File: src/rtl/arbitro_pop_rr.sv
// arbitro_pop_rr: picks one of four first-word-fall-through input FIFOs per
// cycle, pops it, and forwards its head word (registered, latency 1) as a
// one-hot push into the downstream FIFO named by the word's destination field.
// Arbitration is round-robin by default; defining ARB_STRICT_PRIO_EN switches
// to fixed priority (FIFO 0 highest) and removes the round-robin pointer.
module arbitro_pop_rr #(
    parameter int DATA_WIDTH = 6,
    parameter int INDEX      = 2
) (
    input  logic                      i_clk,
    input  logic                      i_reset,
    input  logic [3:0]                i_empty,
    input  logic [4*DATA_WIDTH-1:0]   i_data_in,
    input  logic [3:0]                i_almost_full,
    output logic                      o_pop_0,
    output logic                      o_pop_1,
    output logic                      o_pop_2,
    output logic                      o_pop_3,
    output logic                      o_pop,
    output logic [3:0]                o_push,
    output logic [DATA_WIDTH-1:0]     o_data_out,
    output logic                      o_idle
);

    logic [INDEX-1:0]      w_dest [4];
    logic [3:0]            w_eligible;
    logic [1:0]            w_start;
    logic [1:0]            w_sel;
    logic                  w_grantValid;
    logic [3:0]            w_grant;
    logic [3:0]            w_pop;
    logic [INDEX-1:0]      w_selDest;
    logic [DATA_WIDTH-1:0] w_head;

    logic [3:0]            r_push;
    logic [DATA_WIDTH-1:0] r_data;
    logic                  r_idle;

`ifdef ARB_STRICT_PRIO_EN
    // Fixed priority: the search always begins at FIFO 0.
    assign w_start = 2'd0;
`else
    logic [1:0]            r_rrPtr;

    // Round-robin pointer moves just past the granted FIFO; holds otherwise.
    always_ff @(posedge i_clk) begin
        if (i_reset) begin
            r_rrPtr <= 2'd0;
        end else if (w_grantValid) begin
            r_rrPtr <= w_sel + 2'd1;
        end
    end

    assign w_start = r_rrPtr;
`endif

    // A FIFO may be served only if it holds a word and that word's
    // destination still has room for the in-flight push.
    always_comb begin
        for (int k = 0; k < 4; k++) begin
            w_dest[k]     = i_data_in[k*DATA_WIDTH +: INDEX];
            w_eligible[k] = !i_empty[k] && !i_almost_full[w_dest[k]];
        end
    end

    // Priority search from the start index, wrapping 3 -> 0; first hit wins.
    always_comb begin
        logic [1:0] w_idx;
        w_idx        = 2'd0;
        w_sel        = 2'd0;
        w_grantValid = 1'b0;
        for (int i = 0; i < 4; i++) begin
            w_idx = w_start + 2'(i);
            if (!w_grantValid && w_eligible[w_idx]) begin
                w_grantValid = 1'b1;
                w_sel        = w_idx;
            end
        end
        w_grant = w_grantValid ? (4'b0001 << w_sel) : 4'b0000;
    end

    assign w_head    = i_data_in[w_sel*DATA_WIDTH +: DATA_WIDTH];
    assign w_selDest = w_dest[w_sel];

    // Pops are combinational so the FIFO advances in the grant cycle, and
    // are forced low while reset is held.
    assign w_pop   = w_grant & {4{!i_reset}};
    assign o_pop_0 = w_pop[0];
    assign o_pop_1 = w_pop[1];
    assign o_pop_2 = w_pop[2];
    assign o_pop_3 = w_pop[3];
    assign o_pop   = |w_pop;

    // Registers the granted word and its one-hot push, and tracks idleness.
    always_ff @(posedge i_clk) begin
        if (i_reset) begin
            r_push <= 4'b0000;
            r_data <= '0;
            r_idle <= 1'b0;
        end else begin
            if (w_grantValid) begin
                r_push <= 4'b0001 << w_selDest;
                r_data <= w_head;
            end else begin
                r_push <= 4'b0000;
            end
            r_idle <= (&i_empty) & ~(|w_pop) & ~(|r_push);
        end
    end

    assign o_push     = r_push;
    assign o_data_out = r_data;
    assign o_idle     = r_idle;

endmodule

File: config.mk
export PLATFORM = sky130hd
export DESIGN_NAME = arbitro_pop_rr
export DESIGN_NICKNAME = d
export VERILOG_FILES = /design/src/rtl/arbitro_pop_rr.sv
export SDC_FILE = /design/constraint.sdc
export NUM_CORES = 1
export LEC_CHECK = 0
export CORE_ASPECT_RATIO = 0.9
export CORE_MARGIN = 2
export CORE_UTILIZATION = 46
export CTS_BUF_LIST = sky130_fd_sc_hd__clkbuf_8 sky130_fd_sc_hd__clkbuf_16
export DETAILED_ROUTE_END_ITERATION = 7
export PLACE_DENSITY = 0.86
export SLEW_MARGIN = 15
export SYNTH_ARGS = -nofsm -noshare
export SYNTH_HDL_FRONTEND = slang
export SYNTH_SLANG_ARGS = --single-unit
export TNS_END_PERCENT = 20
File: constraint.sdc
create_clock -name i_clk -period 7.9 [get_ports i_clk]
set_input_delay 1.58 -clock i_clk [delete_from_list [all_inputs] [get_ports i_clk]]
set_output_delay 1.58 -clock i_clk [all_outputs]
set_load 0.01 [all_outputs]
# Word-level counts from Yosys, hierarchy flattened

Cells that the tools add are included.
W data, S select, Z words.

Bits of input ports: 34
Output and inout port bits: 16
Register bits: 13

Mux-type cells: 28
Reductions and logical operators: 23
Shifts and indexed selects: 3
Magnitude comparators: 9
Add/sub/neg operators: 4
Multiply operators: 1
Bitwise logic cells: 7

Operators with widths:

| operator              | count |
|---|---|
| $lt A2 B3 Y1 const B  | 8 |
| $shiftx A24 B6 Y6     | 1 |
| $bmux W1 S2           | 8 |
| $logic_not A1 Y1      | 12 |
| $mux W1               | 12 |
| $mux W2               | 6 |
| $reduce_or A4 Y1      | 2 |
| $shl A1 B2 Y4 const A | 2 |
| $logic_and A1 B1 Y1   | 7 |
| $add A2 B1 Y2 const B | 2 |
| $add A2 B2 Y2 const B | 2 |
| $and A4 B4 Y4         | 1 |
| $bmux W2 S2           | 1 |
| $mul A2 B2 Y4 const B | 1 |
| $mux W4               | 1 |
| $reduce_and A4 Y1     | 1 |
| $ge A3 B3 Y1 const B  | 1 |
| $not A1 Y1            | 3 |
| $not A2 Y3            | 1 |
| $and A1 B1 Y1         | 2 |
| $reduce_or A2 Y1      | 1 |

# Logic depth before layout (Yosys ltp)

Depth after elaboration: 23
Depth in mapped cells: 10

# Worst setup path before layout

OpenSTA, ideal clock, no wires.

Path kind: input -> output
Start point: in i_data_in[7]
End point: out o_pop
Arrival: 3487 ps
Buffers on the path: 1
Setup slack: 2833 ps
Stages on the path: 9
Required time: 6320 ps
Cell sequence: mux2i_1 -> a22o_4 -> o311a_4 -> nor3_4 -> buf_6 -> inv_1 -> ha_1 -> nor4_1 -> nor3_1

Word-level cells in the longest chain between the ends: 20

Ends and longest elaborated chain:

| element                         | RTL line | source |
|---|---|---|
| start: declaration              | 13       | `input logic [4*DATA_WIDTH-1:0] i_data_in,` |
| $bmux W1 S2 *                   | 62       | `w_eligible[k] = !i_empty[k] && !i_almost_full[w_dest[k]];` |
| $mux W1 (not written as such) * | 62       |  |
| $logic_not A1 Y1 *              | 62       |  |
| $logic_and A1 B1 Y1 *           | 62       |  |
| $bmux W1 S2                     | 74       | `if (!w_grantValid && w_eligible[w_idx]) begin` |
| $mux W1 (not written as such)   | 74       |  |
| $mux W1                         | 74       |  |
| $logic_not A1 Y1                | 74       |  |
| (+4 left out)                   | n/a      |  |
| $mux W1                         | 74       |  |
| $logic_not A1 Y1                | 74       |  |
| $logic_and A1 B1 Y1             | 74       |  |
| $mux W2                         | 74       |  |
| $shl A1 B2 Y4                   | 79       | `w_grant = w_grantValid ? (4'b0001 << w_sel) : 4'b0000;` |
| $mux W4 *                       | 79       |  |
| $and A4 B4 Y4 *                 | 87       | `assign w_pop = w_grant & {4{!i_reset}};` |
| $reduce_or A4 Y1 *              | 92       | `assign o_pop = \|w_pop;` |
| end: declaration                | 19       | `output logic o_pop,` |

Mark *: on every way between the ends. The rest lies on a longest branch, timed or not. The select of a mux whose other input is x is not followed.

# Final worst setup path

Ends and elaborated chain as after synthesis.

==> insert_results.sql <==
INSERT INTO impl_metrics (metric_group, metric, value, unit) VALUES
('outcome', 'run_status', 'complete, no violations', ''),
('logic_synthesis', 'synth_largest_area_cell', 'sky130_fd_sc_hd__dfxtp_1', ''),
('global_routing', 'met1_usage', '32.2', '%'),
('finish', 'areaGrowthSynthToFinish', '45.6', '%'),
('sta', 'hold_slack', '0.416', 'ns'),
('logic_synthesis', 'syn_avg_cell_area', '8.93', 'um2'),
('die', 'fp.dieArea', '2980', 'um2'),
('critical_path', 'critPathRequiredTime', '6.32', 'ns'),
('logic_synthesis', 'synth_sequential_area_ratio', '22.1', '%'),
('route', 'avgRoutedWirePerCell', '16.1', 'um'),
('power_and_ir_drop', 'power_density', '158', 'nW/um2'),
('sta', 'finalCriticalPeriod', '6.54', 'ns'),
('global_routing', 'largest_net_degree_at_the_start_of_global_routing', '16', ''),
('global_routing', 'groute.usage.overall', '24.2', '%'),
('global_routing', 'grt_use_met2', '40.5', '%'),
('clock_tree', 'clk_transition_reported_paths', '0.05', 'ns'),
('finish', 'nNetsFinal', '218', ''),
('clock_tree', 'cts_tree', 'done', ''),
('finish', 'area_taken_by_multi_input_logic_gates', '871', 'um2'),
('sta', 'worst_slew_margin', '45.9', '%'),
('route', 'drt_first_iter_violations', '43', ''),
('die', 'floorplan.io_pins', '50', ''),
('placed_design', 'gp_congestion', '0.900', ''),
('global_routing', 'grt_first_pass_wirelength', '5.58', 'mm'),
('finish', 'insertedDiodeCount', '0', ''),
('finish', 'finalInstanceArea', '1720', 'um2'),
('clock_tree', 'ctsHtreeMaxLevel', '1', ''),
('critical_path', 'worstPathArrival', '4.96', 'ns'),
('global_routing', 'grt_antenna_before_repair', '0', ''),
('clock_tree', 'ctsHoldBuffers', '0', ''),
('die', 'row_count', '17', ''),
('placed_design', 'detailedPlacementHpwl', '2.67', 'mm'),
('power_and_ir_drop', 'power.leakage', '0.641', 'nW'),
('logic_synthesis', 'synthesis.area', '1180', 'um2'),
('logic_synthesis', 'mappedNetlistNets', '170', ''),
('sta', 'setup-tns-final', '0', 'ns'),
('global_routing', 'grt-ovfl-total', '0', ''),
('global_routing', 'global_route.usage.met3', '5.47', '%'),
('logic_synthesis', 'postSynthCellCount', '132', ''),
('finish', 'finalNonFillerCells', '207', ''),
('route', 'drcViolationCount', '0', ''),
('clock_tree', 'clockRootBuffer', 'sky130_fd_sc_hd__clkbuf_8', ''),
('sta', 'timing.clock.skew', '0.00867', 'ns'),
('placed_design', 'pre_cts_ws', '1.40', 'ns'),
('sta', 'slew_at_the_pin_closest_to_its_max_slew_limit', '0.810', 'ns'),
('logic_synthesis', 'synth_top_cell_area_share', '22.1', '%'),
('run', 'max_cap_violations', '0', ''),
('logic_synthesis', 'postSynthRegisterBits', '13', ''),
('die', 'initial_utilization', '48.2', '%'),
('placed_design', 'detailed_place.area', '1670', 'um2'),
('critical_path', 'crit_path_start_kind', 'input port', ''),
('sta', 'final_max_slew_viol_count', '0', ''),
('min_path', 'hp-class', 'reg2reg', ''),
('logic_synthesis', 'ys_warn_count', '0', ''),
('critical_path', 'timing.critical_path.fanout_max', '15', ''),
('finish', 'post_route_cells_drive_above_1_share', '6.70', '%'),
('finish', 'final_common_cell', 'sky130_fd_sc_hd__clkdlybuf4s50_1', ''),
('clock_tree', 'post_cts_resized', '0', ''),
('placed_design', 'placed_cells_incl_taps', '203', ''),
('route', 'num_vias', '1287', ''),
('finish', 'most_used_cells_in_the_layout_excluding_fill_and_tap_cells', 'sky130_fd_sc_hd__clkdlybuf4s50_1, sky130_fd_sc_hd__mux2i_1, sky130_fd_sc_hd__dfxtp_1, sky130_fd_sc_hd__o211ai_1, sky130_fd_sc_hd__nor2_1', ''),
('sta', 'achievable-frequency', '0.153', 'GHz'),
('sta', 'final_number_of_hold_violating_endpoints', '0', ''),
('sta', 'setup_viol_count_final', '0', ''),
('clock_tree', 'clk_path_buf_depth', '2', ''),
('die', 'die_h', '52.0', 'um'),
('die', 'floorplan.die.width', '57.4', 'um'),
('logic_synthesis', 'synth_top_cells_by_area', 'sky130_fd_sc_hd__dfxtp_1, sky130_fd_sc_hd__mux2i_1, sky130_fd_sc_hd__o211ai_1, sky130_fd_sc_hd__ha_1, sky130_fd_sc_hd__and3_1', ''),
('route', 'drt_pass1_iterations', '4', ''),
('placed_design', 'placement.io_buffers', '49', ''),
('power_and_ir_drop', 'power.ir.vdd_worst', '0.000151', 'V');
==> cells in the mapped netlist <==
library cell,n
sky130_fd_sc_hd__nor4_1,2
sky130_fd_sc_hd__mux4_2,1
sky130_fd_sc_hd__clkbuf_1,3
sky130_fd_sc_hd__nor4_2,1
sky130_fd_sc_hd__and4b_1,1
sky130_fd_sc_hd__nor4b_1,1
sky130_fd_sc_hd__a22o_4,1
sky130_fd_sc_hd__a22o_1,4
sky130_fd_sc_hd__o211ai_1,10
sky130_fd_sc_hd__o221ai_1,2
sky130_fd_sc_hd__a21oi_1,2
sky130_fd_sc_hd__maj3_1,2
sky130_fd_sc_hd__a31o_2,4
sky130_fd_sc_hd__nor2b_1,3
sky130_fd_sc_hd__mux2i_1,16
sky130_fd_sc_hd__o31ai_1,2
sky130_fd_sc_hd__nand3_1,4
sky130_fd_sc_hd__buf_2,2
sky130_fd_sc_hd__nor3_4,1
sky130_fd_sc_hd__o31a_1,2
sky130_fd_sc_hd__a21boi_0,2
sky130_fd_sc_hd__nor3_1,1
sky130_fd_sc_hd__o311a_4,1
sky130_fd_sc_hd__and3_1,6
sky130_fd_sc_hd__nand4_1,2
sky130_fd_sc_hd__nand2_1,6
sky130_fd_sc_hd__o32ai_1,4
sky130_fd_sc_hd__or2_0,1
sky130_fd_sc_hd__nor2_1,9
sky130_fd_sc_hd__mux2_1,2
sky130_fd_sc_hd__ha_1,4
sky130_fd_sc_hd__nand2b_1,1
sky130_fd_sc_hd__o311ai_0,2
sky130_fd_sc_hd__buf_6,1
sky130_fd_sc_hd__inv_1,4
sky130_fd_sc_hd__o22ai_1,5
sky130_fd_sc_hd__a22oi_1,4
sky130_fd_sc_hd__dfxtp_1,13
==> kinds of logic after synthesis <==
group,after synthesis,synth area share (%)
mux,19,17.4
compound gates,45,31.6
flops,13,22.1
fa+ha+maj,6,5.95
buf+inv,10,4.03
simple gates,39,18.9
==> final cells by class <==
type | count | share of cell area [%]
Tap cell | 28 | 2.04
Sequential cell | 13 | 15.2
Multi-Input combinational cell | 109 | 50.7
Clock buffer | 3 | 2.41
Clock inverter | 1 | 0.219
Inverter | 4 | 0.875
Timing Repair Buffer | 49 | 28.6
==> worst paths after layout <==
path | startpoint | cells past startpoint | end | slack [ns]
worst max-delay path | i_data_in[7] | 10 | o_pop | 1.36
worst min-delay path | o_push[3]$_SDFF_PP0_ | 1 | o_idle$_SDFF_PP0_ | 0.42
worst max register to register | r_rrPtr[1]$_SDFFE_PP0N_ | 6 | o_push[1]$_SDFF_PP0_ | 5.42
worst min register to register | o_push[3]$_SDFF_PP0_ | 1 | o_idle$_SDFF_PP0_ | 0.42
==> routing by layer <==
layer  share of wire, %  routed length, um  vias up
met1                 45               1510      613
li1                   -                  -      635
met5                  0                  0        -
met4               0.72                 24        0
met3                5.5                182        4
met2                 48               1620       35
==> report_power, final <==
part	switching [mW]	internal [mW]	total [mW]
clock network	0.0239	0.0343	0.0582
logic	0.0631	0.0665	0.130
registers	0.00757	0.0752	0.0828
total	0.0945	0.176	0.270
==> registers in the layout (all words and copies together) (netlist names) <==
signal and flops:
o_data_out 6, o_push 4, r_rrPtr 2, o_idle 1
==> critical path: stages <==
cell and delay, ns:
sky130_fd_sc_hd__clkdlybuf4s50_1 0.55, sky130_fd_sc_hd__mux2i_1 0.13, sky130_fd_sc_hd__a22o_4 0.30, sky130_fd_sc_hd__o311a_4 0.41, sky130_fd_sc_hd__nor3_4 0.68, sky130_fd_sc_hd__inv_1 0.18
sky130_fd_sc_hd__ha_1 0.26, sky130_fd_sc_hd__nor4_1 0.27, sky130_fd_sc_hd__nor3_1 0.08, sky130_fd_sc_hd__clkdlybuf4s50_1 0.51
(Power assumes the default switching activity.)
